$ cat config.mk
export PLATFORM = sky130hd
export DESIGN_NAME = bus_mux_reg_flat
export DESIGN_NICKNAME = d
export VERILOG_FILES = /design/src/rtl/bus_mux_reg_if.sv /design/src/rtl/bus_mux_reg.sv /design/src/flat_wrapper.sv
export SDC_FILE = /design/constraint.sdc
export NUM_CORES = 1
export LEC_CHECK = 0
export BUFFER_PORTS_ARGS = -buffer_cell sky130_fd_sc_hd__clkbuf_2
export CAP_MARGIN = 40
export CORE_AREA = 2 2 324 326
export CTS_CLUSTER_SIZE = 12
export DETAILED_ROUTE_END_ITERATION = 6
export DIE_AREA = 0 0 326 328
export SLEW_MARGIN = 20
export SYNTH_ARGS = -nofsm -noshare
export SYNTH_HDL_FRONTEND = slang
export SYNTH_SLANG_ARGS = --single-unit
$ cat constraint.sdc
create_clock -name clock -period 1.6 [get_ports clock]
set_input_delay 0.16 -clock clock [delete_from_list [all_inputs] [get_ports clock]]
set_output_delay 0.16 -clock clock [all_outputs]
set_load 0.02 [all_outputs]
$ cat src/rtl/bus_mux_reg_if.sv
// Bus interface for bus_mux_reg: flattened source channels and enables in,
// registered bus value plus contention status out.
interface bus_mux_reg_if #(
   parameter int unsigned WIDTH = 32,
   parameter int unsigned NSRC  = 24,
   parameter int unsigned CNT_W = 8
);
   localparam int unsigned SEL_W = $clog2(NSRC);

   logic [NSRC*WIDTH-1:0] src_data;
   logic [NSRC-1:0]       src_en;
   logic                  err_clr;
   logic [WIDTH-1:0]      bus_out;
   logic                  bus_valid;
   logic [SEL_W-1:0]      bus_sel;
   logic                  conflict;
   logic [CNT_W-1:0]      conflict_cnt;

   // Bus drivers and consumers.
   modport master (
      output src_data, src_en, err_clr,
      input  bus_out, bus_valid, bus_sel, conflict, conflict_cnt
   );

   // The multiplexer itself.
   modport slave (
      input  src_data, src_en, err_clr,
      output bus_out, bus_valid, bus_sel, conflict, conflict_cnt
   );
endinterface

$ cat src/rtl/bus_mux_reg.sv
// Registered fixed-priority bus multiplexer with sticky contention detection
// and a saturating contention counter. All outputs come straight from flops.
module bus_mux_reg #(
   parameter int unsigned WIDTH     = 32,
   parameter int unsigned NSRC      = 24,
   parameter int unsigned IDLE_HOLD = 1,
   parameter int unsigned CNT_W     = 8
) (
   input logic           clock,
   input logic           clear_n,
   bus_mux_reg_if.slave  bus
);
   localparam int unsigned SEL_W = $clog2(NSRC);

   logic [WIDTH-1:0] bus_out_q, bus_out_d;
   logic             bus_valid_q, bus_valid_d;
   logic [SEL_W-1:0] bus_sel_q, bus_sel_d;
   logic             conflict_q, conflict_d;
   logic [CNT_W-1:0] cnt_q, cnt_d;

   logic             win_hit;
   logic [SEL_W-1:0] win_idx;
   logic [WIDTH-1:0] win_data;
   logic             contention;

   // Lowest-index enabled channel wins; more than one enable bit is contention.
   always_comb begin
      win_hit  = 1'b0;
      win_idx  = '0;
      win_data = '0;
      for (int unsigned i = 0; i < NSRC; i++) begin
         if (bus.src_en[i] && !win_hit) begin
            win_hit  = 1'b1;
            win_idx  = SEL_W'(i);
            win_data = bus.src_data[i*WIDTH +: WIDTH];
         end
      end
      // Clearing the lowest set bit leaves something only if two or more were set.
      contention = (bus.src_en & (bus.src_en - 1'b1)) != '0;
   end

   // Next-state for the bus register and the error bookkeeping.
   always_comb begin
      bus_out_d   = bus_out_q;
      bus_valid_d = 1'b0;
      bus_sel_d   = bus_sel_q;
      conflict_d  = conflict_q;
      cnt_d       = cnt_q;

      if (win_hit) begin
         bus_out_d   = win_data;
         bus_valid_d = 1'b1;
         bus_sel_d   = win_idx;
      end else if (IDLE_HOLD == 0) begin
         bus_out_d = '0;
      end

      // Contention outranks err_clr so a collision in the clear cycle is never lost.
      if (contention) begin
         conflict_d = 1'b1;
         if (bus.err_clr) begin
            cnt_d = CNT_W'(1);
         end else if (cnt_q != '1) begin
            cnt_d = cnt_q + CNT_W'(1);
         end
      end else if (bus.err_clr) begin
         conflict_d = 1'b0;
         cnt_d      = '0;
      end
   end

   // State register with asynchronous clear.
   always_ff @(posedge clock or negedge clear_n) begin
      if (!clear_n) begin
         bus_out_q   <= '0;
         bus_valid_q <= 1'b0;
         bus_sel_q   <= '0;
         conflict_q  <= 1'b0;
         cnt_q       <= '0;
      end else begin
         bus_out_q   <= bus_out_d;
         bus_valid_q <= bus_valid_d;
         bus_sel_q   <= bus_sel_d;
         conflict_q  <= conflict_d;
         cnt_q       <= cnt_d;
      end
   end

   assign bus.bus_out      = bus_out_q;
   assign bus.bus_valid    = bus_valid_q;
   assign bus.bus_sel      = bus_sel_q;
   assign bus.conflict     = conflict_q;
   assign bus.conflict_cnt = cnt_q;
endmodule
$ cat src/flat_wrapper.sv
// flat-port wrapper written by rule: the top's interface ports become plain ports
module bus_mux_reg_flat 
#(
   parameter int unsigned WIDTH     = 32,
   parameter int unsigned NSRC      = 24,
   parameter int unsigned IDLE_HOLD = 1,
   parameter int unsigned CNT_W     = 8
)
  (clock, clear_n, bus_src_data, bus_src_en, bus_err_clr, bus_bus_out, bus_bus_valid, bus_bus_sel, bus_conflict, bus_conflict_cnt);
  bus_mux_reg_if #(.WIDTH(WIDTH), .NSRC(NSRC), .CNT_W(CNT_W)) bus_i ();
  input logic clock;
  input logic clear_n;
  input wire logic [$bits(bus_i.src_data)-1:0] bus_src_data;
  input wire logic [$bits(bus_i.src_en)-1:0] bus_src_en;
  input wire logic [$bits(bus_i.err_clr)-1:0] bus_err_clr;
  output wire logic [$bits(bus_i.bus_out)-1:0] bus_bus_out;
  output wire logic [$bits(bus_i.bus_valid)-1:0] bus_bus_valid;
  output wire logic [$bits(bus_i.bus_sel)-1:0] bus_bus_sel;
  output wire logic [$bits(bus_i.conflict)-1:0] bus_conflict;
  output wire logic [$bits(bus_i.conflict_cnt)-1:0] bus_conflict_cnt;
  assign bus_i.src_data = bus_src_data;
  assign bus_i.src_en = bus_src_en;
  assign bus_i.err_clr = bus_err_clr;
  assign bus_bus_out = bus_i.bus_out;
  assign bus_bus_valid = bus_i.bus_valid;
  assign bus_bus_sel = bus_i.bus_sel;
  assign bus_conflict = bus_i.conflict;
  assign bus_conflict_cnt = bus_i.conflict_cnt;
  bus_mux_reg #(.WIDTH(WIDTH), .NSRC(NSRC), .IDLE_HOLD(IDLE_HOLD), .CNT_W(CNT_W)) u_core (.clock(clock), .clear_n(clear_n), .bus(bus_i));
endmodule
==> results.cfg, run 1 <==
[outcome]
outcome = complete, but fails checks
violations = DRC, setup timing

[synth]
yosysTopAreaCellShare = 0.127
synth_area_sq_um = 9260
syn_nets = 2224
synth-seq-area-share = 0.127
syn_avg_cell_area_sq_um = 6.48
yosysWarningCount = 0
ys.flop_type = dfrtp_1
syn_inst = 1428
synth-edff-count = 0
yosysTopAreaCell = dfrtp_1
async_flop_share = 1.00
yosysMostFrequentCell = nand2_1
ys_ff_latch = 47
ys_types = 74
synth_common_cells = 183 x nand2_1, 134 x o21ai_0, 123 x a21oi_1, 117 x clkbuf_1, 115 x nor2_1
synth.area.top_cells = dfrtp_1 13%, nand2_1 7.4%, o21ai_0 7.2%

[clock_network]
cts_htree_levels = 2
root_buffer = clkbuf_16
cts_buffer_depth = 2
clk_latency_ps = 310
tritoncts = built
cts_sinks = 47
path_clk_slew_ps = 80
numCtsBuffers = 5

[worst_setup_path]
crit_path_start_kind = input pin
r2r_start = u_core.bus.conflict_cnt[0]
max_stage_delay_ps = 550
crit_family = compound AO/OA/AOI/OAI gates
path_max_fanout = 6
cpMaxStageDelayCell = a222oi_1
worstPathRequired_ps = 1800
cp.arrival_ps = 2900
path_class = in -> reg
path_buf_inv = 5
crit_chain = clkbuf_16 > buf_8 > a222oi_1 > buf_4 > o2111a_1 > nand4_1 > a2111oi_4 > nor4b_4 > buf_6 > buf_12 > nor3_2 > mux2_2
startpoint = bus_src_en[1]
endpoint_kind = flop

[hold_path]
hold_start = bus_src_data[732]
hold_path.class = in -> reg

[timing]
min_period_ps = 2710
rsz0062_at_grt = yes
setup_violations = 47
tightest_slew_ps = 958
max_slew_margin = 0.360
fmax_mhz = 370
fin_crit_sh = 1.69
fin_hold_ws_ps = 86.8
finalClockSkew_ps = 8.95
final-hold-violation-count = 0
layout_setup_ws_ps = -1110
drv_slew = 0

[floorplan]
die_x_um = 326
start_util = 0.0897
row_count = 118
die_h_um = 328
num_io_pins = 842
core_area_sq_um = 103000
die-area_sq_um = 107000

[placement]
io_buffer_count = 841
hpwl_mm = 116
dp_cells = 3987
gp_congestion = 0.996

[global_route]
grt_pass1_wl_mm = 170
grt_max_degree = 48
grt_pass1_vias = 18900
grt_usage = 0.236
gr-total-overflow = 0
antenna_found_initial = 98

[detailed_routing]
ant_nets = 0
via_count = 18900
drc = 7
routed_wl_mm = 133
dr.pass1.iters = 7
drt_iter0_drc = 1609
vias_per_cell = 4.62
routedWlPerCell_um = 32.4

[cells_and_area]
drive_gt1_frac = 0.619
nets = 3496
instances_no_fill = 4105
final.fill_count = 11600
postLayoutCoreUtil = 0.216
area_delta_synth_final_pct = 141

[flow_run]
maxCapViolCount = 0

[pwr]
power_density_nw_per_um2 = 318
leakage_uw = 0.0102
power_uw = 7090
ir_drop_v = 0.000317
==> repair_timing <==
action / in CTS / in global routing
cloned: 5 / 2
endpoints found under the hold margin: 47 / 0
buffers inserted: 62 / 40
pin swaps: 96 / 85
hold buffers: 1 / 0
endpoints found under the setup margin: 47 / 47
resized for setup: 386 / 122
==> cell usage in the layout, fill, tap and decap left out, types with 14 or more instances in the layout <==
cell type	count
mux2i_1	26
nand2_1	170
nand2b_1	23
a222oi_1	16
a22oi_1	65
a22o_1	14
a21oi_2	16
nor3_1	20
nor2_1	91
nor3_2	19
buf_6	71
o22ai_1	37
buf_4	405
buf_8	25
a21oi_1	100
diode_2	24
nor2_2	14
a221oi_1	22
nor2b_1	26
o221ai_1	17
dfrtp_1	47
buf_12	57
o211ai_1	24
inv_1	17
o21ai_1	27
clkbuf_2	833
a211oi_1	22
nand3_1	22
o21ai_0	89
==> cell type report <==
class	count	area [sq um]	area share
inverters	19	71.3	0.00320
repair buffers	1402	9740	0.437
diodes	24	60.1	0.00270
flip-flops and latches	47	1180	0.0528
multi-input cells	1225	9340	0.419
clock buffers	7	153	0.00685
well taps	1380	1730	0.0775
clock inverters	1	7.51	0.000337
==> through the flow <==
stage / setup TNS, ps / area (sq um) / setup WS (ps)
floorplan: -29560 / 9500 / -935
global placement: -66150 / 19100 / -2040
detailed placement: -65700 / 19100 / -1850
CTS: -37340 / 21500 / -1080
global route: -40630 / 22200 / -1110
finish: -38650 / 22300 / -1110
==> worst register-to-register path, delay by kind of cell, from the launching register on <==
family,cells,cell delay (ps)
flip-flops,1,390
adder cells (fa/ha/maj),1,210
AND/OR/NAND/NOR,4,630
multiplexers,1,350
==> registers in the layout, indices dropped and copies added (netlist names) <==
register and flops:
u_core.bus.bus_sel 5, u_core.bus.conflict 1, u_core.bus.bus_out 32, u_core.bus.conflict_cnt 8, u_core.bus.bus_valid 1
==> report_power, final <==
group	internal [uW]	switching, uW
clock network	671	614
registers	1280	78.5
logic	2030	2410
==> per-layer routing <==
metal | part of all wire | track usage | wire length (um) | vias to the layer above
li1 | - | - | - | 8212
met1 | 0.41 | 0.289 | 54100 | 9133
met2 | 0.45 | 0.388 | 60400 | 1175
met3 | 0.093 | 0.0738 | 12400 | 324
met4 | 0.042 | 0.0805 | 5540 | 104
met5 | 0.0049 | 0 | 655 | -
==> path summary, 6_finish.rpt <==
| path | endpoint | slack, ps | depth (start not counted) |
|---|---|---|---|
| setup reg to reg | u_core.bus.conflict_cnt[6] | -100 | 6 |
| min in group asynchronous | u_core.bus.bus_out[7] | 380 | 3 |
| setup / recovery | u_core.bus.conflict_cnt[6] | -1110 | 12 |
| hold / removal | u_core.bus.bus_out[28] | 90 | 3 |
| max in group asynchronous | u_core.bus.bus_sel[2] | 870 | 3 |
| hold reg to reg | u_core.bus.bus_sel[4] | 500 | 1 |
==> kinds of logic (layout without fill, tap and decap cells) <==
logic type	after synthesis	count (layout)	share of synthesized area
compound gates	660	660	0.486
fa+ha+maj	2	2	0.00243
buf+inv	157	1429	0.0649
flops	47	47	0.127
mux	39	39	0.0438
other cells	0	24	0
simple gates	523	524	0.276
(Power assumes the default switching activity.)
==> inputs of run 2 (changes only) <==
ABC_AREA = 1   (was default)
CAP_MARGIN = 5   (was 40)
CORE_AREA = 2 2 326 328   (was 2 2 324 326)
DIE_AREA = 0 0 328 330   (was 0 0 326 328)
==> run 2 against run 1 <==
Effect of this change:
- the flow finishes with violations (setup timing)
- setup slack better by 220 ps
- sequential power hardly changed
- clock skew fell by 7.4 ps
- final cell count grew 2.5%
- fmax rose by 8.7%
- sequential cell count unchanged
- non-clock buffer count is 140 lower
- critical path type unchanged
- largest cell class unchanged
==> results.cfg, run 2 <==
[outcome]
outcome = complete, but fails checks
violations = setup timing

[global_route]
grt_pass1_wl_mm = 141
grt_pass1_vias = 17000
grt_usage = 0.192
grt_max_degree = 48
antenna_found_initial = 32
gr-total-overflow = 0

[clock_network]
cts_htree_levels = 2
tritoncts = built
path_clk_slew_ps = 90
root_buffer = clkbuf_16
numCtsBuffers = 5
cts_sinks = 47
clk_latency_ps = 320
cts_buffer_depth = 2

[synth]
synth_area_sq_um = 8540
synth-seq-area-share = 0.138
syn_nets = 2423
ys.flop_type = dfrtp_1
synth_common_cells = 652 x nand2_1, 144 x inv_1, 140 x nor2_1, 130 x nand3_1, 108 x nand4_1
yosysWarningCount = 0
async_flop_share = 1.00
syn_inst = 1627
synth-edff-count = 0
ys_ff_latch = 47
ys_types = 43
synth.area.top_cells = nand2_1 29%, dfrtp_1 14%, nand4_1 7.9%
syn_avg_cell_area_sq_um = 5.25
yosysMostFrequentCell = nand2_1
yosysTopAreaCell = nand2_1
yosysTopAreaCellShare = 0.287

[cells_and_area]
multi_input_area_sq_um = 8150
layout_commonest_cell = clkbuf_2
regArea_sq_um = 1180
largest_reg_flops = 32
nets = 3598
final.fill_count = 12000
drive_gt1_frac = 0.581
layout_common_cells = 836 x clkbuf_2, 545 x nand2_1, 270 x buf_4
instances_no_fill = 4209
area_delta_synth_final_pct = 140

[detailed_routing]
ant_nets = 0
routed_wl_mm = 111
via_count = 16800
dr.pass1.iters = 6
drc = 0
drt_iter0_drc = 1126
vias_per_cell = 3.99
routedWlPerCell_um = 26.3

[worst_setup_path]
path_max_fanout = 5
path_class = in -> reg
cp.arrival_ps = 2710
max_stage_delay_ps = 270
worstPathRequired_ps = 1830
crit_family = simple AND/OR/NAND/NOR gates
endpoint_kind = flop
cpMaxStageDelayCell = a21oi_2
crit_path_start_kind = input pin
crit_top_cell = buf_6
path_buf_inv = 8
crit_chain = clkbuf_16 > nor2_8 > buf_8 > nand2_4 > buf_6 > nor2_4 > buf_12 > buf_6 > buf_6 > buf_6 > nand2_2 > nand4_1 > a21oi_2 > nand3_2 > buf_12 > nand2_8 > nand2_4 > nand2_8 > nand4_1 > nand2_1 > nand4_1 > nand2_1 > nand2_1

[pwr]
ir_drop_v = 0.000406
power_uw = 6720
power_density_nw_per_um2 = 328
leakage_uw = 0.0105

[placement]
hpwl_mm = 97.2
dp_cells = 4117
gp_congestion = 0.976
io_buffer_count = 841

[timing]
drv_slew = 0
rsz0062_at_grt = yes
finalClockSkew_ps = 1.54
tightest_slew_ps = 512
fin_crit_sh = 1.56
tns_ps = -32970
setup_violations = 47
min_period_ps = 2490
max_slew_margin = 0.659
fmax_mhz = 402
final-hold-violation-count = 0
layout_setup_ws_ps = -888

[floorplan]
core_area_sq_um = 105000
die-area_sq_um = 108000
num_io_pins = 842
start_util = 0.0816
die_h_um = 330
row_count = 119
die_x_um = 328

[flow_run]
maxCapViolCount = 0

[hold_path]
hold_path.class = in -> reg
-- run 2: tightest hold or removal path: stages --
cell	delay, ps
clkbuf_2	70
nand2_1	40
nand4_1	80
-- run 2: power breakdown --
group | switching [uW] | internal, uW
registers | 90.7 | 1290
logic | 2310 | 1750
clock network | 651 | 632
total | 3050 | 3670
-- run 2: worst paths after layout --
check / cells past startpoint / endpoint / slack [ps] / start
min: 3 / u_core.bus.bus_out[14] / 80 / bus_src_data[750]
min in group asynchronous: 3 / u_core.bus.bus_out[2] / 370 / clear_n
max reg2reg: 8 / u_core.bus.conflict_cnt[0] / -200 / u_core.bus.conflict_cnt[0]
min reg2reg: 2 / u_core.bus.bus_sel[3] / 510 / u_core.bus.bus_sel[3]
max in group asynchronous: 3 / u_core.bus.bus_out[17] / 910 / clear_n
max: 23 / u_core.bus.bus_out[13] / -890 / bus_src_en[1]
-- run 2: logic make-up (layout without fill, tap and decap cells) --
kind of cell | count (synthesis) | after routing | synth area share
XOR/XNOR | 5 | 5 | 0.00513
AND/OR/NAND/NOR | 1114 | 1115 | 0.573
other | 0 | 15 | 0
AO/OA/AOI/OAI | 213 | 213 | 0.166
buffers and inverters | 247 | 1422 | 0.117
adder cells (fa/ha/maj) | 1 | 1 | 0.00147
flip-flops | 47 | 47 | 0.138
-- run 2: final cells by class --
cell class	instances	share of cell area
inverter	152	0.0305
antenna	15	0.00183
timing repair buffer	1262	0.421
clock buffer	6	0.00677
multi-input combinational	1334	0.397
clock inverter	2	0.000793
sequential	47	0.0574
tap	1391	0.0849
-- run 2: metal layers --
| metal | global-route usage | part of all wire |
|---|---|---|
| met1 | 0.233 | 0.40 |
| met3 | 0.0344 | 0.072 |
| met5 | 0 | 0.00037 |
| met4 | 0.0537 | 0.033 |
| met2 | 0.346 | 0.50 |
-- run 2: stage by stage --
stage          worst slack, ps  instance area (sq um)  utilization  hold slack [ps]
2_1_floorplan             -347                   8710            -             -136
3_3_place_gp             -2210                  17400        0.166              189
3_5_place_dp             -2220                  17400        0.166              186
4_1_cts                   -961                  19700        0.188             63.4
5_1_grt                  -1000                  20500        0.196             87.6
6_report                  -888                  20500        0.196             82.0
-- run 2: what timing repair did --
| action | in CTS | in global routing |
|---|---|---|
| pin swaps | 127 | 150 |
| cloned | 6 | 3 |
| buffers inserted | 51 | 26 |
| endpoints found under the hold margin | 47 | 0 |
| hold buffers | 1 | 0 |
| gates resized for setup | 441 | 151 |
| setup endpoints to repair | 47 | 47 |
==> inputs of run 3 (changes only) <==
CORE_AREA = 2 2 324 326   (was 2 2 326 328)
DIE_AREA = 0 0 326 328   (was 0 0 328 330)
clock period = 3.1 ns   (was 1.6 ns; I/O delays follow)
==> run 3 against run 2 <==
Effect of this change:
- the flow now finishes without violations
- critical path type unchanged
- critical endpoint is now u_core.bus.bus_out[20]
- combinational power shrank 61%
- largest power group unchanged
- count of clock-buffer cells in the layout stayed put
- non-clock buffer count decreased by 279
- global-route usage shrank 2.4 points
- sequential cell count is the same
- cell area shrank 23%
- routed wire length decreased by 14%
- power fell by 56%
- final cell count shrank 6.8%
==> results.cfg, run 3 (same netlist as run 2, synthesis figures left out) <==
[placement]
hpwl_mm = 84.6
io_buffer_count = 841
gp_congestion = 0.892
dpl_worst_slack_ps = -236

[floorplan]
row_count = 118
core_area_sq_um = 103000
num_io_pins = 842
die_x_um = 326
start_util = 0.0827
die_h_um = 328
die-area_sq_um = 107000

[timing]
drv_slew = 0
max_slew_margin = 0.573
finalClockSkew_ps = 1.65
min_period_ps = 2910
setup_violations = 0
fmax_mhz = 343
rsz0062_at_grt = no
fin_crit_sh = 0.940
tightest_slew_ps = 634
tns_ps = 0
layout_setup_ws_ps = 186
final-hold-violation-count = 0

[detailed_routing]
dr.pass1.iters = 7
ant_nets = 0
drt_iter0_drc = 1224
vias_per_cell = 3.91
via_count = 15300
routed_wl_mm = 94.7
drc = 0
routedWlPerCell_um = 24.1

[worst_setup_path]
crit_path_start_kind = input pin
r2r_start = u_core.bus.conflict_cnt[0]
path_max_fanout = 10
worstPathRequired_ps = 3310
endpoint_kind = flop
startpoint = bus_src_en[0]
path_class = in -> reg
cp.arrival_ps = 3120

[outcome]
outcome = finished, final reports clean

[global_route]
antenna_found_initial = 41
gr-total-overflow = 0
grt_max_degree = 38
grt_pass1_wl_mm = 125
grt_usage = 0.169
grt_pass1_vias = 15300

[clock_network]
path_clk_slew_ps = 80
cts_setup_buffers = 0
root_buffer = clkbuf_16
cts_htree_levels = 2
numCtsBuffers = 5
tritoncts = built
cts_buffer_depth = 2
cts_sinks = 47
clk_latency_ps = 320

[pwr]
power_density_nw_per_um2 = 186
leakage_uw = 0.00828
power_uw = 2930
ir_drop_v = 0.000216

[cells_and_area]
area_delta_synth_final_pct = 84.9
layout_commonest_cell = clkbuf_2
largest_reg_flops = 32
drive_gt1_frac = 0.421
final.fill_count = 12100
layout_common_cells = 840 x clkbuf_2, 651 x nand2_1, 141 x inv_1
nets = 3318

[hold_path]
hold_start = bus_src_data[733]
hold_path.class = in -> reg

[flow_run]
maxCapViolCount = 0
## run 3: where the power goes
| group | total (uW) | internal (uW) | switching, uW | leakage (uW) |
|---|---|---|---|---|
| Combinational | 1570 | 666 | 905 | 0.00763 |
| Clock | 642 | 325 | 317 | 0.0000732 |
| Sequential | 716 | 666 | 50.7 | 0.000575 |
## run 3: path summary, 6_finish.rpt
kind / end / slack, ps / depth (start not counted)
worst min register to register: u_core.bus.bus_sel[2] / 510 / 2
max in group asynchronous: u_core.bus.bus_out[13] / 1670 / 3
worst min-delay path: u_core.bus.bus_out[29] / 220 / 3
worst max-delay path: u_core.bus.bus_out[20] / 190 / 21
worst max register to register: u_core.bus.conflict_cnt[1] / 1280 / 9
min in group asynchronous: u_core.bus.bus_out[29] / 500 / 2
## run 3: area by class of cell
cell class              count  area (sq um)  area share
multi-input cells        1333          6460       0.409
well taps                1380          1730       0.109
clock buffers               6           139     0.00880
repair buffers            983          5650       0.358
clock inverters             2          16.3     0.00103
diodes                     20          50.0     0.00317
inverters                 152           571      0.0361
flip-flops and latches     47          1180      0.0745
## run 3: what timing repair did
| action | 4_1_cts | 5_1_grt |
|---|---|---|
| hold buffers | 1 | 0 |
| gates resized for setup | 0 | 3 |
| endpoints found under the hold margin | 19 | 0 |
| setup endpoints to repair | 0 | 4 |
## run 3: per-stage QoR
step / util / std cells / hold slack [ps] / cell area (sq um)
after floorplan: - / 1627 / 14.4 / 8540
after global placement: 0.151 / 3894 / 314 / 15600
after CTS: 0.152 / 3903 / 198 / 15700
after global routing: 0.153 / 3913 / 208 / 15800
final: 0.153 / 3923 / 216 / 15800
after detailed placement: 0.151 / 3894 / 309 / 15600
## run 3: critical path: stages
cell      delay (ps)
clkbuf_2         200
nor2_8            80
buf_4            140
nand2_1          110
inv_1             70
nand2_1           90
inv_1             60
nand2_1          190
buf_12           180
nor2_1            40
nor2_1           170
nand3_1          220
buf_12           210
nand2_1           90
nand3_1          240
nand2_1          130
nand4_1          100
nand2_1          160
nand4_1          110
nand2_1          130
nand2_1           70
## run 3: routing by layer
layer,share of wire,track usage
met2,0.48,0.294
met4,0.039,0.0593
met3,0.069,0.0339
met5,0.0019,0
met1,0.41,0.205
